--- src/rtl/cprv_arb_pkg.sv ---
// Shared types for the unified memory arbiter: requester IDs and slot FSM states.
package cprv_arb_pkg;

  localparam int unsigned CPRV_DATA_WIDTH = 64;

  typedef enum logic {REQ_D = 1'b0, REQ_I = 1'b1} req_id_t;

  typedef enum logic {ARB_IDLE = 1'b0, ARB_BUSY = 1'b1} arb_state_t;

endpackage

--- src/rtl/cprv_arb_id_fifo.sv ---
// In-order FIFO of requester IDs; the head names the owner of the next memory response.
module cprv_arb_id_fifo
  import cprv_arb_pkg::*;
#(
  parameter int unsigned DEPTH = 4
) (
  input  logic    clk,
  input  logic    rst,
  input  logic    push_i,
  input  req_id_t push_id_i,
  input  logic    pop_i,
  output logic    full_o,
  output logic    empty_o,
  output req_id_t head_o
);

  localparam int unsigned AW = $clog2(DEPTH);
  localparam int unsigned PW = AW + 1;

  logic [PW-1:0] wr_ptr_q, wr_ptr_d;
  logic [PW-1:0] rd_ptr_q, rd_ptr_d;
  req_id_t       mem_q [DEPTH];
  req_id_t       mem_d [DEPTH];

  // Extra pointer bit tells a full wrap apart from empty.
  assign empty_o = (wr_ptr_q == rd_ptr_q);
  assign full_o  = (wr_ptr_q[PW-1] != rd_ptr_q[PW-1]) &&
                   (wr_ptr_q[AW-1:0] == rd_ptr_q[AW-1:0]);
  assign head_o  = mem_q[rd_ptr_q[AW-1:0]];

  always_comb begin
    mem_d    = mem_q;
    wr_ptr_d = wr_ptr_q;
    rd_ptr_d = rd_ptr_q;
    if (push_i && !full_o) begin
      mem_d[wr_ptr_q[AW-1:0]] = push_id_i;
      wr_ptr_d                = wr_ptr_q + PW'(1);
    end
    if (pop_i && !empty_o) begin
      rd_ptr_d = rd_ptr_q + PW'(1);
    end
  end

  always_ff @(posedge clk or posedge rst) begin
    if (rst) begin
      wr_ptr_q <= '0;
      rd_ptr_q <= '0;
      for (int i = 0; i < int'(DEPTH); i++) mem_q[i] <= REQ_D;
    end else begin
      wr_ptr_q <= wr_ptr_d;
      rd_ptr_q <= rd_ptr_d;
      mem_q    <= mem_d;
    end
  end

endmodule

--- src/rtl/cprv_mem_arbiter.sv ---
// Two-requester (D/I) arbiter onto one memory port with a registered request slot.
// Define CPRV_ARB_RR_EN for round-robin on ties; default is fixed D-over-I priority.
module cprv_mem_arbiter
  import cprv_arb_pkg::*;
#(
  parameter int unsigned DATA_WIDTH  = CPRV_DATA_WIDTH,
  parameter int unsigned OUTST_DEPTH = 4
) (
  input  logic                  clk,
  input  logic                  rst,
  input  logic                  d_valid_i,
  output logic                  d_ready_o,
  input  logic [DATA_WIDTH-1:0] d_addr_i,
  input  logic [DATA_WIDTH-1:0] d_wdata_i,
  input  logic                  d_w_en_i,
  output logic                  d_rvalid_o,
  input  logic                  d_rready_i,
  output logic [DATA_WIDTH-1:0] d_rdata_o,
  input  logic                  i_valid_i,
  output logic                  i_ready_o,
  input  logic [DATA_WIDTH-1:0] i_addr_i,
  output logic                  i_rvalid_o,
  input  logic                  i_rready_i,
  output logic [DATA_WIDTH-1:0] i_rdata_o,
  output logic                  m_valid_o,
  input  logic                  m_ready_i,
  output logic [DATA_WIDTH-1:0] m_addr_o,
  output logic [DATA_WIDTH-1:0] m_wdata_o,
  output logic                  m_w_en_o,
  input  logic                  m_rvalid_i,
  output logic                  m_rready_o,
  input  logic [DATA_WIDTH-1:0] m_rdata_i,
  output logic                  resp_err_o
);

  arb_state_t            state_q, state_d;
  logic [DATA_WIDTH-1:0] addr_q, addr_d;
  logic [DATA_WIDTH-1:0] wdata_q, wdata_d;
  logic                  w_en_q, w_en_d;
  logic                  resp_err_q, resp_err_d;

  logic    cke, accept, grant_d, grant_i;
  logic    fifo_full, fifo_empty, fifo_pop;
  req_id_t fifo_head, push_id;

`ifdef CPRV_ARB_RR_EN
  req_id_t last_grant_q, last_grant_d;

  assign grant_d      = d_valid_i && (!i_valid_i || (last_grant_q == REQ_I));
  assign last_grant_d = accept ? push_id : last_grant_q;

  always_ff @(posedge clk or posedge rst) begin
    if (rst) last_grant_q <= REQ_I;
    else     last_grant_q <= last_grant_d;
  end
`else
  assign grant_d = d_valid_i;
`endif

  assign grant_i = i_valid_i && !grant_d;
  assign push_id = grant_d ? REQ_D : REQ_I;

  // A pop in the same cycle does not free a slot for acceptance.
  assign cke       = !m_valid_o || m_ready_i;
  assign accept    = cke && !fifo_full && (d_valid_i || i_valid_i);
  assign d_ready_o = accept && grant_d;
  assign i_ready_o = accept && grant_i;

  always_comb begin
    state_d = state_q;
    addr_d  = addr_q;
    wdata_d = wdata_q;
    w_en_d  = w_en_q;
    if (accept) begin
      state_d = ARB_BUSY;
      if (grant_d) begin
        addr_d  = d_addr_i;
        wdata_d = d_wdata_i;
        w_en_d  = d_w_en_i;
      end else begin
        addr_d  = i_addr_i;
        wdata_d = '0;
        w_en_d  = 1'b0;
      end
    end else if (cke) begin
      state_d = ARB_IDLE;
    end
  end

  assign m_valid_o = (state_q == ARB_BUSY);
  assign m_addr_o  = addr_q;
  assign m_wdata_o = wdata_q;
  assign m_w_en_o  = w_en_q;

  // With nothing outstanding, stray responses are drained and flagged.
  assign m_rready_o = fifo_empty ? 1'b1 :
                      ((fifo_head == REQ_D) ? d_rready_i : i_rready_i);
  assign d_rvalid_o = m_rvalid_i && !fifo_empty && (fifo_head == REQ_D);
  assign i_rvalid_o = m_rvalid_i && !fifo_empty && (fifo_head == REQ_I);
  assign d_rdata_o  = m_rdata_i;
  assign i_rdata_o  = m_rdata_i;
  assign fifo_pop   = m_rvalid_i && m_rready_o && !fifo_empty;
  assign resp_err_d = resp_err_q || (m_rvalid_i && fifo_empty);
  assign resp_err_o = resp_err_q;

  always_ff @(posedge clk or posedge rst) begin
    if (rst) begin
      state_q    <= ARB_IDLE;
      addr_q     <= '0;
      wdata_q    <= '0;
      w_en_q     <= 1'b0;
      resp_err_q <= 1'b0;
    end else begin
      state_q    <= state_d;
      addr_q     <= addr_d;
      wdata_q    <= wdata_d;
      w_en_q     <= w_en_d;
      resp_err_q <= resp_err_d;
    end
  end

  cprv_arb_id_fifo #(
    .DEPTH (OUTST_DEPTH)
  ) u_id_fifo (
    .clk       (clk),
    .rst       (rst),
    .push_i    (accept),
    .push_id_i (push_id),
    .pop_i     (fifo_pop),
    .full_o    (fifo_full),
    .empty_o   (fifo_empty),
    .head_o    (fifo_head)
  );

endmodule

--- config.mk ---
export PLATFORM = sky130hd
export DESIGN_NAME = cprv_mem_arbiter
export DESIGN_NICKNAME = d
export VERILOG_FILES = /design/src/rtl/cprv_arb_pkg.sv /design/src/rtl/cprv_arb_id_fifo.sv /design/src/rtl/cprv_mem_arbiter.sv
export SDC_FILE = /design/constraint.sdc
export NUM_CORES = 1
export LEC_CHECK = 0
export BUFFER_PORTS_ARGS = -buffer_cell sky130_fd_sc_hd__buf_2
export CAP_MARGIN = 10
export CORE_AREA = 2 2 207 209
export DETAILED_ROUTE_END_ITERATION = 10
export DIE_AREA = 0 0 209 211
export GPL_ROUTABILITY_DRIVEN = 0
export PLACE_DENSITY = 0.46
export SETUP_SLACK_MARGIN = 0.4
export SLEW_MARGIN = 5
export SYNTH_ARGS = -nofsm -noshare
export SYNTH_HDL_FRONTEND = slang
export SYNTH_SLANG_ARGS = --single-unit
--- constraint.sdc ---
create_clock -name clk -period 9.01 [get_ports clk]
set_input_delay 0 -clock clk [delete_from_list [all_inputs] [get_ports clk]]
set_output_delay 0 -clock clk [all_outputs]
set_load 0.02 [all_outputs]
==> results <==
- In this run the horizontal extent of the chip is 209 µm.
- The minimum clock period after layout is 2780 ps.
- Yosys printed 0 warnings.
- After synthesis, the largest family of logic cells by area is buffers and inverters.
- The endpoint of the worst register-to-register path is m_addr_o[53].
- Data arrives at the worst endpoint at 3080 ps.
- The setup skew after layout is 9.03 ps.
- The post-cts gate resize count is 0.
- The clock slew seen by the registers of the worst setup and hold paths is 60 ps.
- Setup repair after global routing left no endpoint under its margin.
- The growth of design area from synthesis to finish is 54.4%.
- The CTS tree is yes.
- Of the cells placed in the final design, the portion with a size suffix greater than 1 is 33.3%.
- The worst register-to-register path begins at u_id_fifo.wr_ptr_q[1].
- The final worst slack is 6230 ps.
- Global routing finished with a remaining overflow of 0.
- The total track usage is 10.6%.
- The remaining routing DRC violations is 0.
- In this run the mean area of a mapped cell was 9.49 µm².
- Summed over all cells, the static leakage comes to 0.00562 µW.
- The power density relative to cell area is 307 nW/µm².
- Along the worst path, the maximum fanout reaches 82.
- The detailed router's first-iteration violation count is 326.
- OpenSTA, run right after detailed placement, puts the worst setup slack at 6210 ps.
- Clock tree synthesis inserted a total of 17 buffers.
- The setup check on the worst reg-to-reg path leaves a slack of 6230 ps.
- Once detailed placement completed, the half-perimeter wirelength came to 15.3 mm.
- STA classifies the critical path endpoint as a flop.
- The flow ran to the end, and the final reports show no timing, DRC or antenna violations.
- Tracing the worst setup path back leads to its startpoint at u_id_fifo.wr_ptr_q[1].
- The reported max-cap violation count is 0.
- The kind of launch point of the worst setup path is a flop.
- The number of nets produced by synthesis is 1,016.
- In this run the deepest clock path goes through 2 buffers.
- For this configuration, the core starts out at a cell density of 16.9%.
- The clock insertion delay at the later pin of the skew report is 460 ps.
- The post-layout instance area is 10,900 µm².
- The worst setup path is of the flop to flop kind.
- The die is 211 µm tall.
- Counting cells, the worst reg-to-reg path comes to 4.
- The number of H-tree levels is 4.
- The count of final hold-check violations is 0.
- The post-synthesis register bit count is 141.
- The initialized floorplan defines 75 standard-cell rows.
- The simple-gate share of the synthesized area is 16.0%.
- The first global-routing pass estimated 35.3 mm of wire.
- At the worst endpoint, the required time is 9310 ps.
- For this design the top-level I/O count stands at 529.
- Measured against the total synthesized area, the mux share comes to 9.79%.
- Timing would allow up to 360 MHz.
- Adding up every negative setup slack in the final design gives 0 ps.
- The count of port buffers added during placement is 336.
- The first TritonRoute pass finished after 4 iterations.
- The number of standard cells after synthesis is 746.
- At the pin with the least slew margin, the transition time is 920 ps.
- Setup violations remaining at the end of the flow were counted as 0.
- The number of global-route vias before repair is 6,687.
- The number of nets in the layout is 1,405.
- Synthesis instantiated 31 different standard cells from the library.
- The routed length per instance is 13.6 µm.
- The area enclosed by the die boundary is 44,100 µm².
- The clock net in this run drives a total of 141 sinks.
- The initial antenna violation count came to 3.
- The mapped netlist covers 7080 µm².
- The path type of the worst min-delay path is primary input to primary output.
- The worst-case IR drop observed on VDD is 0.130 mV.
- The synthesized netlist devotes 5.96% of its cell area to compound gates.
- The relative slew slack is 38.6%.
- The xor and xnor area share after synthesis is 0.990%.
- The instance area at placement is 8350 µm².
- The average via count per standard cell is 3.80.
- Detailed routing inserted a total of 6,418 vias.
- The overall routed net length is 23.0 mm.
- The worst path uses 30.8% of the clock period.
- Following the worst setup path forward leads to its endpoint at m_addr_o[53].
- After Yosys synthesis, full adders, half adders and majority gates account for 0.884% of the synthesized area.
- The number of pins with negative max-slew slack in the final report is 0.
- Sequential elements use 49.8% of the synthesized area.
- The region available for standard cell placement spans 41,800 µm².
- The detail route stage leaves a number of antenna-violating nets equal to 0.
- Entering global routing, the biggest net connects 91 pins.
- The tree is rooted in a clkbuf_16.
-- state kept, by name, summed over array words and instances, names as in the netlist --
signal,cells
resp_err_o,1
m_w_en_o,1
m_addr_o,64
u_id_fifo.mem_q,4
m_wdata_o,64
u_id_fifo.rd_ptr_q,3
u_id_fifo.wr_ptr_q,3
m_valid_o,1
-- routing by layer --
layer  GRT usage (%)  vias up  part of all wire [%]
li1                -     3112                     -
met1            10.2     2889                    38
met2            18.5      336                    50
met3            4.88       77                   8.1
met4            6.63        4                   4.5
met5               0        -                 0.091
-- cells in the mapped netlist --
master,instances,area (µm²)
nand2_1,197,739
dfrtp_1,141,3530
buf_4,129,968
nand3_1,66,330
mux2i_1,64,641
o21ai_0,64,320
clkbuf_1,26,97.6
buf_2,12,60.1
a31oi_1,9,56.3
xnor2_1,6,52.6
ha_1,5,62.6
inv_1,3,11.3
buf_1,2,7.51
buf_6,2,22.5
mux2_4,2,30.0
nor2_1,2,7.51
xor2_1,2,17.5
a21oi_1,1,5.00
a311o_1,1,10.0
a311oi_2,1,15.0
a41o_1,1,10.0
and2_1,1,6.26
and3_1,1,6.26
and3_4,1,11.3
and3b_1,1,8.76
mux4_2,1,22.5
nand2b_1,1,6.26
nand4_1,1,6.26
nor2b_1,1,6.26
o21ai_1,1,5.00
or2_2,1,6.26
-- cell type report --
class                      instances  area (µm²)
fill                            4417       30800
timing repair buffer             541        3720
sequential                       141        3530
multi-input combinational        431        2390
tap                              539         674
clock buffer                      18         439
clock inverter                    14         145
inverter                           3        16.3
antenna                            1        2.50
-- repair_timing --
item                      in CTS  in global routing
hold endpoints to repair     227                  0
setup buffers                  0                  0
hold buffers                 199                  0
-- logic make-up (layout without fill, tap and decap cells) --
logic type / Yosys count / in the layout
buffers and inverters: 174 / 576
xor gates and xnor gates: 8 / 8
muxes: 67 / 67
AOI/OAI and AO/OA: 78 / 78
other: 0 / 1
DFF: 141 / 141
adders and majority gates: 5 / 5
and+or+nand+nor: 273 / 273
-- stage by stage --
step                total power [µW]  instances  hold slack, ps  utilization, %
floorplan                       2140        746             113               -
global placement                2580       1456           0.200            20.0
detailed placement              2600       1456           0.200            20.0
CTS                             3420       1687           0.200            26.2
global route                    3620       1687          0.0437            26.2
finish                          3350       1688          0.0109            26.2
-- placed cells by master, fill, tap and decap left out, types with 2 or more instances in the layout --
master,count
dfrtp_1,141
clkinv_2,4
nand3_1,66
buf_2,335
bufinv_16,2
clkinvlp_4,4
nor2_1,2
ha_1,5
a31oi_1,9
buf_4,6
dlygate4sd3_1,199
mux2i_1,64
o21ai_0,64
inv_6,2
xnor2_1,6
nand2_1,197
clkbuf_16,17
mux2_4,2
inv_1,2
xor2_1,2
clkinv_4,3
-- critical path, cell delays in order (launching register included) --
cell     delay (ps)
dfrtp_1         430
xnor2_1         530
a311o_2         580
buf_4           710
o21ai_0         220
-- power breakdown --
part | internal (µW) | switching (µW) | total (µW)
sequential | 952 | 177 | 1130
clock | 413 | 294 | 706
combinational | 524 | 995 | 1520
total | 1890 | 1460 | 3350
-- how the worst min path moves through the flow --
stage | start | end | slack [ps] | cells after the start
2_1_floorplan | m_rdata_i[0] | d_rdata_o[0] | 110 | 1
3_3_place_gp | m_rdata_i[33] | i_rdata_o[33] | 0.2 | 0
3_5_place_dp | m_rdata_i[33] | i_rdata_o[33] | 0.2 | 0
4_1_cts | m_rdata_i[33] | i_rdata_o[33] | 0.2 | 0
5_1_grt | m_rdata_i[42] | i_rdata_o[42] | 0.04 | 0
6_report | m_rdata_i[51] | i_rdata_o[51] | 0.01 | 0
(Power assumes the default switching activity.)
